## config.mk

```make
export PLATFORM = sky130hd
export DESIGN_NAME = dff_bank_arbiter_flat
export DESIGN_NICKNAME = d
export VERILOG_FILES = /design/src/rtl/dff_bank_arbiter_if.sv /design/src/rtl/dff_bank_arbiter.sv /design/src/flat_wrapper.sv
export SDC_FILE = /design/constraint.sdc
export NUM_CORES = 1
export LEC_CHECK = 0
export CELL_PAD_IN_SITES_DETAIL_PLACEMENT = 1
export CELL_PAD_IN_SITES_GLOBAL_PLACEMENT = 2
export CORE_ASPECT_RATIO = 0.9
export CORE_MARGIN = 2
export CORE_UTILIZATION = 28
export CTS_CLUSTER_SIZE = 25
export DETAILED_ROUTE_END_ITERATION = 8
export PLACE_DENSITY_LB_ADDON = 0.1
export SLEW_MARGIN = 20
export SYNTH_ARGS = -nofsm -noshare
export SYNTH_HDL_FRONTEND = slang
export SYNTH_SLANG_ARGS = --single-unit
```

## constraint.sdc

```tcl
create_clock -name clk -period 4.3 [get_ports clk]
set_clock_uncertainty 0.2 [all_clocks]
set_input_delay 0.86 -clock clk [delete_from_list [all_inputs] [get_ports clk]]
set_output_delay 0.86 -clock clk [all_outputs]
set_load 0.03 [all_outputs]
```

## src/rtl/dff_bank_arbiter_if.sv

```systemverilog
// Request/grant bus between the requesters and the shared-register arbiter.
// The master side is the requester pool; the slave side is the arbiter.
interface dff_bank_arbiter_if #(
  parameter int N_REQ = 4,
  parameter int WIDTH = 8,
  parameter int ID_W  = 2,
  parameter int CNT_W = 16
);
  logic [N_REQ-1:0]       req;
  logic [N_REQ*WIDTH-1:0] data_in;
  logic [N_REQ-1:0]       grant;
  logic [N_REQ-1:0]       ack;
  logic [WIDTH-1:0]       q;
  logic                   busy;
  logic [ID_W-1:0]        owner;
  logic [CNT_W-1:0]       xfer_count;

  modport master (
    output req, data_in,
    input  grant, ack, q, busy, owner, xfer_count
  );

  modport slave (
    input  req, data_in,
    output grant, ack, q, busy, owner, xfer_count
  );
endinterface

```

## src/rtl/dff_bank_arbiter.sv

```systemverilog
// Round-robin owner of one shared WIDTH-bit register: IDLE picks a requester,
// GRANT loads its lane into q and pulses ack, ACK advances the priority pointer.
module dff_bank_arbiter #(
  parameter int N_REQ = 4,
  parameter int WIDTH = 8,
  parameter int ID_W  = 2,
  parameter int CNT_W = 16
) (
  input logic              clk,
  input logic              reset,
  dff_bank_arbiter_if.slave bus
);

  typedef enum logic [1:0] {IDLE, GRANT, ACK} state_t;

  state_t           state, state_next;
  logic [N_REQ-1:0] grant_r, grant_n;
  logic [N_REQ-1:0] ack_r, ack_n;
  logic [WIDTH-1:0] q_r, q_n;
  logic [ID_W-1:0]  owner_r, owner_n;
  logic [ID_W-1:0]  last_r, last_n;
  logic [CNT_W-1:0] cnt_r, cnt_n;
  logic             busy_r;
  logic [ID_W-1:0]  pick, idx;
  logic             found;

  // Walk last+1, last+2, ... with explicit wrap so non-power-of-two N_REQ works.
  always_comb begin
    found = 1'b0;
    pick  = '0;
    idx   = last_r;
    for (int k = 0; k < N_REQ; k++) begin
      idx = (idx == ID_W'(N_REQ - 1)) ? '0 : idx + 1'b1;
      if (!found && bus.req[idx]) begin
        found = 1'b1;
        pick  = idx;
      end
    end
  end

  always_ff @(posedge clk) begin
    if (!reset) begin
      state   <= IDLE;
      grant_r <= '0;
      ack_r   <= '0;
      q_r     <= '0;
      owner_r <= '0;
      last_r  <= ID_W'(N_REQ - 1);
      cnt_r   <= '0;
      busy_r  <= 1'b0;
    end else begin
      state   <= state_next;
      grant_r <= grant_n;
      ack_r   <= ack_n;
      q_r     <= q_n;
      owner_r <= owner_n;
      last_r  <= last_n;
      cnt_r   <= cnt_n;
      busy_r  <= (state_next != IDLE);
    end
  end

  always_comb begin
    state_next = state;
    unique case (state)
      IDLE:    if (found) state_next = GRANT;
      GRANT:   state_next = bus.req[owner_r] ? ACK : IDLE;
      ACK:     state_next = IDLE;
      default: state_next = IDLE;
    endcase
  end

  // A requester that drops req during GRANT aborts without moving the pointer.
  always_comb begin
    grant_n = grant_r;
    ack_n   = '0;
    q_n     = q_r;
    owner_n = owner_r;
    last_n  = last_r;
    cnt_n   = cnt_r;
    unique case (state)
      IDLE: begin
        if (found) begin
          grant_n       = '0;
          grant_n[pick] = 1'b1;
          owner_n       = pick;
        end
      end
      GRANT: begin
        if (bus.req[owner_r]) begin
          q_n            = bus.data_in[owner_r*WIDTH +: WIDTH];
          ack_n[owner_r] = 1'b1;
          cnt_n          = cnt_r + 1'b1;
        end else begin
          grant_n = '0;
        end
      end
      ACK: begin
        grant_n = '0;
        last_n  = owner_r;
      end
      default: begin
        grant_n = '0;
      end
    endcase
  end

  assign bus.grant      = grant_r;
  assign bus.ack        = ack_r;
  assign bus.q          = q_r;
  assign bus.busy       = busy_r;
  assign bus.owner      = owner_r;
  assign bus.xfer_count = cnt_r;

endmodule

```

## src/flat_wrapper.sv

```systemverilog
// flat-port wrapper written by rule: the top's interface ports become plain ports
module dff_bank_arbiter_flat 
#(
  parameter int N_REQ = 4,
  parameter int WIDTH = 8,
  parameter int ID_W  = 2,
  parameter int CNT_W = 16
)
  (clk, reset, bus_req, bus_data_in, bus_grant, bus_ack, bus_q, bus_busy, bus_owner, bus_xfer_count);
  dff_bank_arbiter_if #(.N_REQ(N_REQ), .WIDTH(WIDTH), .ID_W(ID_W), .CNT_W(CNT_W)) bus_i ();
  input logic clk;
  input logic reset;
  input wire logic [$bits(bus_i.req)-1:0] bus_req;
  input wire logic [$bits(bus_i.data_in)-1:0] bus_data_in;
  output wire logic [$bits(bus_i.grant)-1:0] bus_grant;
  output wire logic [$bits(bus_i.ack)-1:0] bus_ack;
  output wire logic [$bits(bus_i.q)-1:0] bus_q;
  output wire logic [$bits(bus_i.busy)-1:0] bus_busy;
  output wire logic [$bits(bus_i.owner)-1:0] bus_owner;
  output wire logic [$bits(bus_i.xfer_count)-1:0] bus_xfer_count;
  assign bus_i.req = bus_req;
  assign bus_i.data_in = bus_data_in;
  assign bus_grant = bus_i.grant;
  assign bus_ack = bus_i.ack;
  assign bus_q = bus_i.q;
  assign bus_busy = bus_i.busy;
  assign bus_owner = bus_i.owner;
  assign bus_xfer_count = bus_i.xfer_count;
  dff_bank_arbiter #(.N_REQ(N_REQ), .WIDTH(WIDTH), .ID_W(ID_W), .CNT_W(CNT_W)) u_core (.clk(clk), .reset(reset), .bus(bus_i));
endmodule
```

==> metrics.yaml, run 1 <==
status:
  status: "finished, final reports clean"
pwr:
  switching_share: 0.244
  peakVddDrop_mv: 0.189
  finalPower_mw: 0.933
  p_per_area_nw_per_um2: 326
  static-leakage-power_nw: 0.982
  p_sw_mw: 0.227
  power_frac_seq: 0.423
  internal_power_mw: 0.705
  clkPwrFrac: 0.388
  pwr-share-comb: 0.189
synth:
  synth_area_leader_cell: "dfxtp_1"
  async_flop_share: 0
  yosysWarnings: 0
  post-synth-top-area-fraction: 0.408
  yosys-top-cells-area: "dfxtp_1 41%, mux4_2 9.4%, mux2i_1 7.8%"
  synth_cell_types: 42
  syn_inst: 188
  synth_nets: 228
  synth_edf_count: 0
  yosysSeqAreaShare: 0.408
  synth-seq-cells: 39
  ys.flop_type: "dfxtp_1"
  synth_area_um2: 1920
  synth_area_per_cell_um2: 10.2
worst_setup_path:
  crit_slowest_cell: "dfxtp_1"
  startpoint: "u_core.bus.owner[0]"
  crit_cells: 1
  ff2ff_setup_slack_ps: 1790
  r2r_end: "u_core.bus.xfer_count[4]"
  r2r-start: "u_core.bus.owner[0]"
  path_class: "reg2out"
  critPathCaptureType: "output port"
  endpoint: "bus_owner[0]"
  critical_path_arrival_ps: 1910
  crit_required_ps: 3240
  max_stage_delay_ps: 820
  critical_path.top_delay_family: "flip-flops"
  crit_buf_inv: 1
  crit_chain: "clkdlybuf4s50_1"
  worstSetupStartpointType: "register"
  crit_fanout: 13
  reg2reg_depth: 6
routing:
  drt_iter0_drc: 31
  ant_nets: 0
  via_per_inst: 4.74
  routed_wl_mm: 5.25
  dr_total_vias: 1662
  first_pass_iters: 4
  wl_per_cell_um: 15.0
  drc: 0
cts:
  cts_setup_buffers: 0
  cts_buffers: 5
  cts-resized-gates: 0
  cts.clk_slew.worst_paths_ps: 70
  htree_levels: 2
  tritoncts: "built"
  cts_root_buf: "clkbuf_8"
  cts_sinks: 39
  ctsHoldBuffers: 0
  cts.path.max_buffers: 2
  clkLatencyLatePin_ps: 290
die:
  die_w_um: 91.2
  io_pins: 73
  fp.dieH_um: 82.5
  initial_utilization: 0.291
  rows: 28
  die-area_um2: 7520
  coreArea_um2: 6590
sta:
  slew_viol_final: 0
  timing.final.crit_share: 0.691
  rsz0062_at_grt: "false"
  fmax_ghz: 0.337
  fin_setup_tns_ps: 0
  tightestPinTransition_ps: 763
  finalSetupViolCount: 0
  finalCriticalPeriod_ps: 2970
  hold_viol: 0
  maxSlewHeadroom: 0.491
place:
  placed_area_um2: 2730
  hpwl_mm: 3.94
  place.port_buffers: 72
  dp.cells: 343
  globalplace.congestion: 0.714
worst_hold_path:
  hp-class: "reg2reg"
global_route:
  grt_pass1_wl_mm: 8.62
  grt.overflow.total: 0
  grt_pass1_vias: 1645
  grt.total_usage: 0.148
  grt_start_max_net_pins: 27
  antenna_found_initial: 0
final_layout:
  nFillCells: 774
  drive_above_1_share: 0.0920
  fin_cells: 351
  final_area_um2: 2860
  layout.nets: 300
  diodes: 0
  area_delta_synth_final_pct: 49.2
run:
  cap_violations: 0
[synth_stat cells, types with 5 or more instances]
cell / count
xnor2_1: 7
nand4_1: 8
nand3_1: 5
nand2_1: 13
nor2b_1: 13
nand2b_1: 5
o21ai_0: 6
nor2_1: 10
mux2i_1: 15
and2_1: 11
mux4_2: 8
clkbuf_1: 7
dfxtp_1: 39
[power groups by stage]
stage	Clock [mW]	Sequential, mW	Combinational, mW
2_1_floorplan	0	0.419	0.0820
3_3_place_gp	0	0.404	0.177
3_5_place_dp	0	0.404	0.177
4_1_cts	0.374	0.396	0.178
5_1_grt	0.390	0.398	0.189
6_report	0.362	0.394	0.176
[cells by family (layout without fill, tap and decap cells)]
logic type                 after synthesis  count (layout)  synth area share
DFF                                     39              39             0.408
buffers and inverters                   10              83            0.0222
AOI/OAI and AO/OA                       23              23            0.0934
muxes                                   24              24             0.178
xor gates and xnor gates                 9               9            0.0412
adders and majority gates                2               2            0.0131
and+or+nand+nor                         81              81             0.244
[per-stage QoR]
step           setup WS (ps)  hold slack, ps  utilization
3_3_place_gp            1310             265        0.414
4_1_cts                 1250             285        0.434
5_1_grt                 1180             315        0.434
6_report                1330             282        0.434
2_1_floorplan           2060             249            -
3_5_place_dp            1250             266        0.414
[metal layers]
layer,part of all wire,up-vias,global-route usage
met4,0.010,0,0.0500
met3,0.056,7,0.0426
met2,0.40,51,0.216
met1,0.53,787,0.209
met5,0,-,0
li1,-,817,-
[cell type report]
type	instances	area [µm²]	share of cell area
Clock buffer	6	72.6	0.0254
Clock inverter	2	60.1	0.0210
Inverter	1	3.75	0.00131
Multi-Input combinational cell	139	1090	0.382
Sequential cell	39	781	0.273
Tap cell	90	113	0.0394
Timing Repair Buffer	74	736	0.257
[tightest hold or removal path: stages (launching register included)]
cell	delay [ps]
dfxtp_1	320
nand2_1	50
a21boi_0	70
[worst min path at each step]
| stage | cells after the start | to | slack (ps) | startpoint |
|---|---|---|---|---|
| 2_1_floorplan | 2 | u_core.last_r[1] | 250 | u_core.last_r[1] |
| 3_3_place_gp | 2 | u_core.bus.grant[1] | 260 | u_core.bus.grant[1] |
| 3_5_place_dp | 2 | u_core.bus.grant[1] | 270 | u_core.bus.grant[1] |
| 4_1_cts | 2 | u_core.bus.grant[1] | 290 | u_core.bus.grant[1] |
| 5_1_grt | 2 | u_core.last_r[1] | 320 | u_core.last_r[1] |
| 6_report | 2 | u_core.bus.grant[1] | 280 | u_core.bus.grant[1] |
[state kept, by name (all words and copies together), names as in the netlist]
register               count
u_core.bus.ack             4
u_core.bus.busy            1
u_core.bus.grant           4
u_core.bus.owner           2
u_core.bus.q               8
u_core.bus.xfer_count     16
u_core.last_r              2
u_core.state               2
[cell usage in the layout, fill, tap and decap left out, drive strengths merged, types with 2 or more instances in the layout]
cell type and instances:
mux4 8, nor2 10, buf 2, or3 3, nand2 13, bufinv 2, o21ai 6, mux2i 15
nand4 8, nor4 2, nand3b 2, o21a 2, a21boi 5, clkbuf 6, nor2b 13, and2 11
nand3 6, nand2b 5, xnor2 7, nor3 2, ha 2, xor2 2, dfxtp 39, o2bb2ai 2
clkdlybuf4s50 72, a21oi 2
(Power assumes the default switching activity.)
==> run 2, diff against run 1 <==
--- a/config.mk
+++ b/config.mk
@@ -9,7 +9,7 @@
 export CELL_PAD_IN_SITES_GLOBAL_PLACEMENT = 2
 export CORE_ASPECT_RATIO = 0.9
 export CORE_MARGIN = 2
-export CORE_UTILIZATION = 28
+export CORE_UTILIZATION = 26
 export CTS_CLUSTER_SIZE = 25
 export DETAILED_ROUTE_END_ITERATION = 8
 export PLACE_DENSITY_LB_ADDON = 0.1
==> constraint.sdc (replaced) <==
create_clock -name clk -period 2.75 [get_ports clk]
set_clock_uncertainty 0.2 [all_clocks]
set_input_delay 0.55 -clock clk [delete_from_list [all_inputs] [get_ports clk]]
set_output_delay 0.55 -clock clk [all_outputs]
set_load 0.03 [all_outputs]
==> run 2 against run 1 <==
  * Global-route usage down 0.90 points
  * Cell count up 2.6%
  * Clock power up 20%
  * Design area up 1.1%
  * Clock-buffer cell count up 1
  * Register-to-register slack worse by 1300 ps
  * Die area up 7.3%
  * Sequential share of layout area down 0.31 points
  * Wire length down 1.5%
  * Critical endpoint is now bus_owner[1]
  * Largest cell class unchanged
==> metrics.yaml, run 2 (same netlist as run 1, synthesis figures left out) <==
sta:
  rsz0062_at_grt: "false"
  fmax_ghz: 0.421
  finalCriticalPeriod_ps: 2380
  finalSetupViolCount: 0
  maxSlewHeadroom: 0.662
  setup_ws_ps: 373
  fin_setup_tns_ps: 0
  hold_viol: 0
  tightestPinTransition_ps: 502
  slew_viol_final: 0
  timing.final.crit_share: 0.864
cts:
  cts_setup_buffers: 0
  cts-resized-gates: 0
  htree_levels: 2
  cts.clk_slew.worst_paths_ps: 70
  cts_sinks: 39
  tritoncts: "built"
  clkLatencyLatePin_ps: 290
  cts_root_buf: "clkbuf_8"
  cts_buffers: 5
  cts.path.max_buffers: 2
  ctsHoldBuffers: 0
routing:
  drt_iter0_drc: 35
  via_per_inst: 4.57
  dr_total_vias: 1646
  ant_nets: 0
  routed_wl_mm: 5.17
  drc: 0
  wl_per_cell_um: 14.4
  first_pass_iters: 4
worst_hold_path:
  hp-class: "reg2reg"
pwr:
  peakVddDrop_mv: 0.200
  static-leakage-power_nw: 1.00
  p_per_area_nw_per_um2: 463
final_layout:
  diodes: 0
  drive_above_1_share: 0.116
  nFillCells: 829
  layout_common_cells: "72 x clkdlybuf4s50_1, 39 x dfxtp_1, 15 x mux2i_1"
  final_area_um2: 2890
  area_delta_synth_final_pct: 50.9
  largest_reg_flops: 16
  fin_cells: 360
  layout.nets: 306
  final_common_cell: "clkdlybuf4s50_1"
  postLayoutCoreUtil: 0.406
die:
  io_pins: 73
  die_w_um: 94.5
  fp.dieH_um: 85.4
  rows: 29
  die-area_um2: 8070
  coreArea_um2: 7110
  initial_utilization: 0.269
global_route:
  grt_pass1_vias: 1777
  antenna_found_initial: 0
  grt.total_usage: 0.139
  grt.overflow.total: 0
  grt_pass1_wl_mm: 8.85
  grt_start_max_net_pins: 19
run:
  cap_violations: 0
place:
  hpwl_mm: 3.97
  place.port_buffers: 72
  globalplace.congestion: 0.746
  dp.cells: 352
  placed_area_um2: 2790
  dp_slack_ps: 136
worst_setup_path:
  critPathCaptureType: "output port"
  path_class: "reg2out"
  worstSetupStartpointType: "register"
  critical_path_arrival_ps: 1630
  crit_required_ps: 2000
  ff2ff_setup_slack_ps: 520
  crit_fanout: 12
status:
  status: "finished, final reports clean"
==> run 2: metal layers <==
metal  up-vias  GRT usage  share of wire
li1        836          -              -
met4         0     0.0237         0.0019
met5         -          0              0
met3         2     0.0373          0.034
met2        26      0.234           0.49
met1       782      0.180           0.47
==> run 2: worst paths after layout <==
kind,start,endpoint,depth (start not counted)
max,u_core.bus.owner[1],bus_owner[1],2
min,u_core.bus.grant[1],u_core.bus.grant[1],2
max reg2reg,u_core.last_r[0],u_core.bus.grant[1],6
min reg2reg,u_core.bus.grant[1],u_core.bus.grant[1],2
==> run 2: cell type report <==
cell class	count	area (µm²)	area share
flip-flops and latches	39	781	0.270
inverters	1	3.75	0.00130
repair buffers	80	793	0.274
clock inverters	1	7.51	0.00260
multi-input cells	139	1090	0.378
well taps	93	116	0.0403
clock buffers	7	96.3	0.0333
==> run 2: critical path: stages (launching register included) <==
cell	delay [ps]
dfxtp_1	400
buf_4	240
clkdlybuf4s50_1	700
==> run 2: through the flow <==
| step | power [mW] | hold WS, ps |
|---|---|---|
| final | 1.34 | 270 |
| after floorplan | 0.784 | 249 |
| after CTS | 1.37 | 281 |
| after global routing | 1.42 | 311 |
| after detailed placement | 0.921 | 270 |
| after global placement | 0.920 | 254 |
==> run 2: power breakdown <==
group	internal, mW	switching [mW]	leakage [nW]	total [mW]
sequential	0.588	0.0176	0.317	0.606
clock	0.228	0.208	0.0505	0.436
combinational	0.162	0.135	0.634	0.296
total	0.978	0.360	1.00	1.34
==> run 3, diff against run 2 <==
--- a/config.mk
+++ b/config.mk
@@ -10,6 +10,7 @@
 export CORE_ASPECT_RATIO = 0.9
 export CORE_MARGIN = 2
 export CORE_UTILIZATION = 26
+export CTS_BUF_LIST = sky130_fd_sc_hd__clkbuf_16
 export CTS_CLUSTER_SIZE = 25
 export DETAILED_ROUTE_END_ITERATION = 8
 export PLACE_DENSITY_LB_ADDON = 0.1
==> run 3 against run 2 <==
  * Register-to-register slack hardly changed
  * Critical endpoint unchanged
  * Sequential power hardly changed
  * Largest power group unchanged
  * Non-clock buffer count stayed put
  * Combinational power hardly changed
  * Core utilization is 0.51 points higher
  * First-iteration DRC count is 26% lower
  * Worst hold slack worse by 2.8 ps
  * Largest cell class unchanged
  * Critical path depth stayed put
==> metrics.yaml, run 3 (same netlist as run 1, synthesis figures left out) <==
worst_setup_path:
  path_class: "reg2out"
  max_stage_delay_ps: 700
  crit_chain: "buf_4 > clkdlybuf4s50_1"
  crit_fanout: 12
  critical_path_arrival_ps: 1610
  crit_required_ps: 2000
  crit_slowest_cell: "clkdlybuf4s50_1"
  critical_path.top_delay_family: "buffers and inverters"
  critPathCaptureType: "output port"
  r2r_end: "u_core.bus.grant[1]"
  r2r-start: "u_core.last_r[0]"
  worstSetupStartpointType: "register"
  ff2ff_setup_slack_ps: 530
  crit_buf_inv: 2
  reg2reg_depth: 6
worst_hold_path:
  min_from: "u_core.bus.grant[1]"
  min_delay_path_depth: 2
  whs_endpoint: "u_core.bus.grant[1]"
  hp-class: "reg2reg"
final_layout:
  layout.nets: 306
  layout_common_cells: "72 x clkdlybuf4s50_1, 39 x dfxtp_1, 15 x mux2i_1"
  drive_above_1_share: 0.109
  area_delta_synth_final_pct: 52.8
  final_common_cell: "clkdlybuf4s50_1"
  diodes: 0
  largest_reg_flops: 16
  postLayoutCoreUtil: 0.412
die:
  initial_utilization: 0.269
  fp.dieH_um: 85.4
  rows: 29
  coreArea_um2: 7110
  io_pins: 73
  die-area_um2: 8070
  die_w_um: 94.5
sta:
  finalCriticalPeriod_ps: 2360
  timing.final.crit_share: 0.858
  slew_viol_final: 0
  finalSetupViolCount: 0
  fmax_ghz: 0.424
  maxSlewHeadroom: 0.656
  setup_ws_ps: 390
  hold_viol: 0
  rsz0062_at_grt: "false"
  tightestPinTransition_ps: 513
  fin_setup_tns_ps: 0
routing:
  via_per_inst: 4.58
  drt_iter0_drc: 26
  first_pass_iters: 4
  dr_total_vias: 1647
  routed_wl_mm: 5.21
  wl_per_cell_um: 14.5
  drc: 0
  ant_nets: 0
place:
  dp_slack_ps: 136
  hpwl_mm: 3.97
  globalplace.congestion: 0.746
  place.port_buffers: 72
status:
  status: "finished, final reports clean"
pwr:
  finalPower_mw: 1.46
  static-leakage-power_nw: 1.02
  p_per_area_nw_per_um2: 499
  peakVddDrop_mv: 0.241
cts:
  clkLatencyLatePin_ps: 280
  ctsHoldBuffers: 0
  htree_levels: 2
  cts.path.max_buffers: 2
  tritoncts: "built"
  cts-resized-gates: 0
  cts_buffers: 5
  cts_root_buf: "clkbuf_16"
  cts.clk_slew.worst_paths_ps: 50
  cts_sinks: 39
  cts_setup_buffers: 0
global_route:
  grt_pass1_wl_mm: 8.90
  grt.overflow.total: 0
  antenna_found_initial: 0
  grt_start_max_net_pins: 19
  grt.total_usage: 0.140
  grt_pass1_vias: 1779
run:
  cap_violations: 0
## run 3: worst max-delay path by stage
stage,start,end,cells after the start,slack (ps)
final,u_core.bus.owner[1],bus_owner[1],2,390
after floorplan,u_core.bus.owner[0],u_core.bus.q[0],4,680
after detailed placement,bus_req[0],u_core.bus.xfer_count[15],6,140
after global placement,bus_req[3],u_core.bus.grant[1],6,160
after global routing,bus_req[0],u_core.bus.xfer_count[9],6,290
after CTS,u_core.bus.owner[1],bus_owner[1],2,350
## run 3: power breakdown
group | internal (mW) | switching, mW | total (mW)
sequential | 0.589 | 0.0175 | 0.607
combinational | 0.162 | 0.135 | 0.296
clock | 0.330 | 0.226 | 0.556
total | 1.08 | 0.379 | 1.46
## run 3: layer usage
metal  part of all wire  vias up  track usage
met1               0.48      779        0.182
met4             0.0098        0       0.0316
met2               0.48       26        0.234
li1                   -      835            -
met3              0.032        7       0.0346
met5                  0        -            0
## run 3: final cells by class
cell class	count	area, µm²
flip-flops and latches	39	781
clock buffers	5	125
repair buffers	80	793
inverters	1	3.75
well taps	93	116
fillers	834	4190
multi-input cells	139	1090
clock inverters	3	15.0
## run 3: per-stage QoR
step	cell area [µm²]	cells	hold slack, ps
finish	2930	360	267
global route	2930	360	307
CTS	2930	360	278
detailed placement	2790	352	270
global placement	2790	352	254
floorplan	1920	188	249
## run 3: tightest hold or removal path: cells and delay by family (launching register included)
kind,cells,cell delay (ps)
AOI/OAI and AO/OA,1,60
DFF,1,300
and+or+nand+nor,1,50
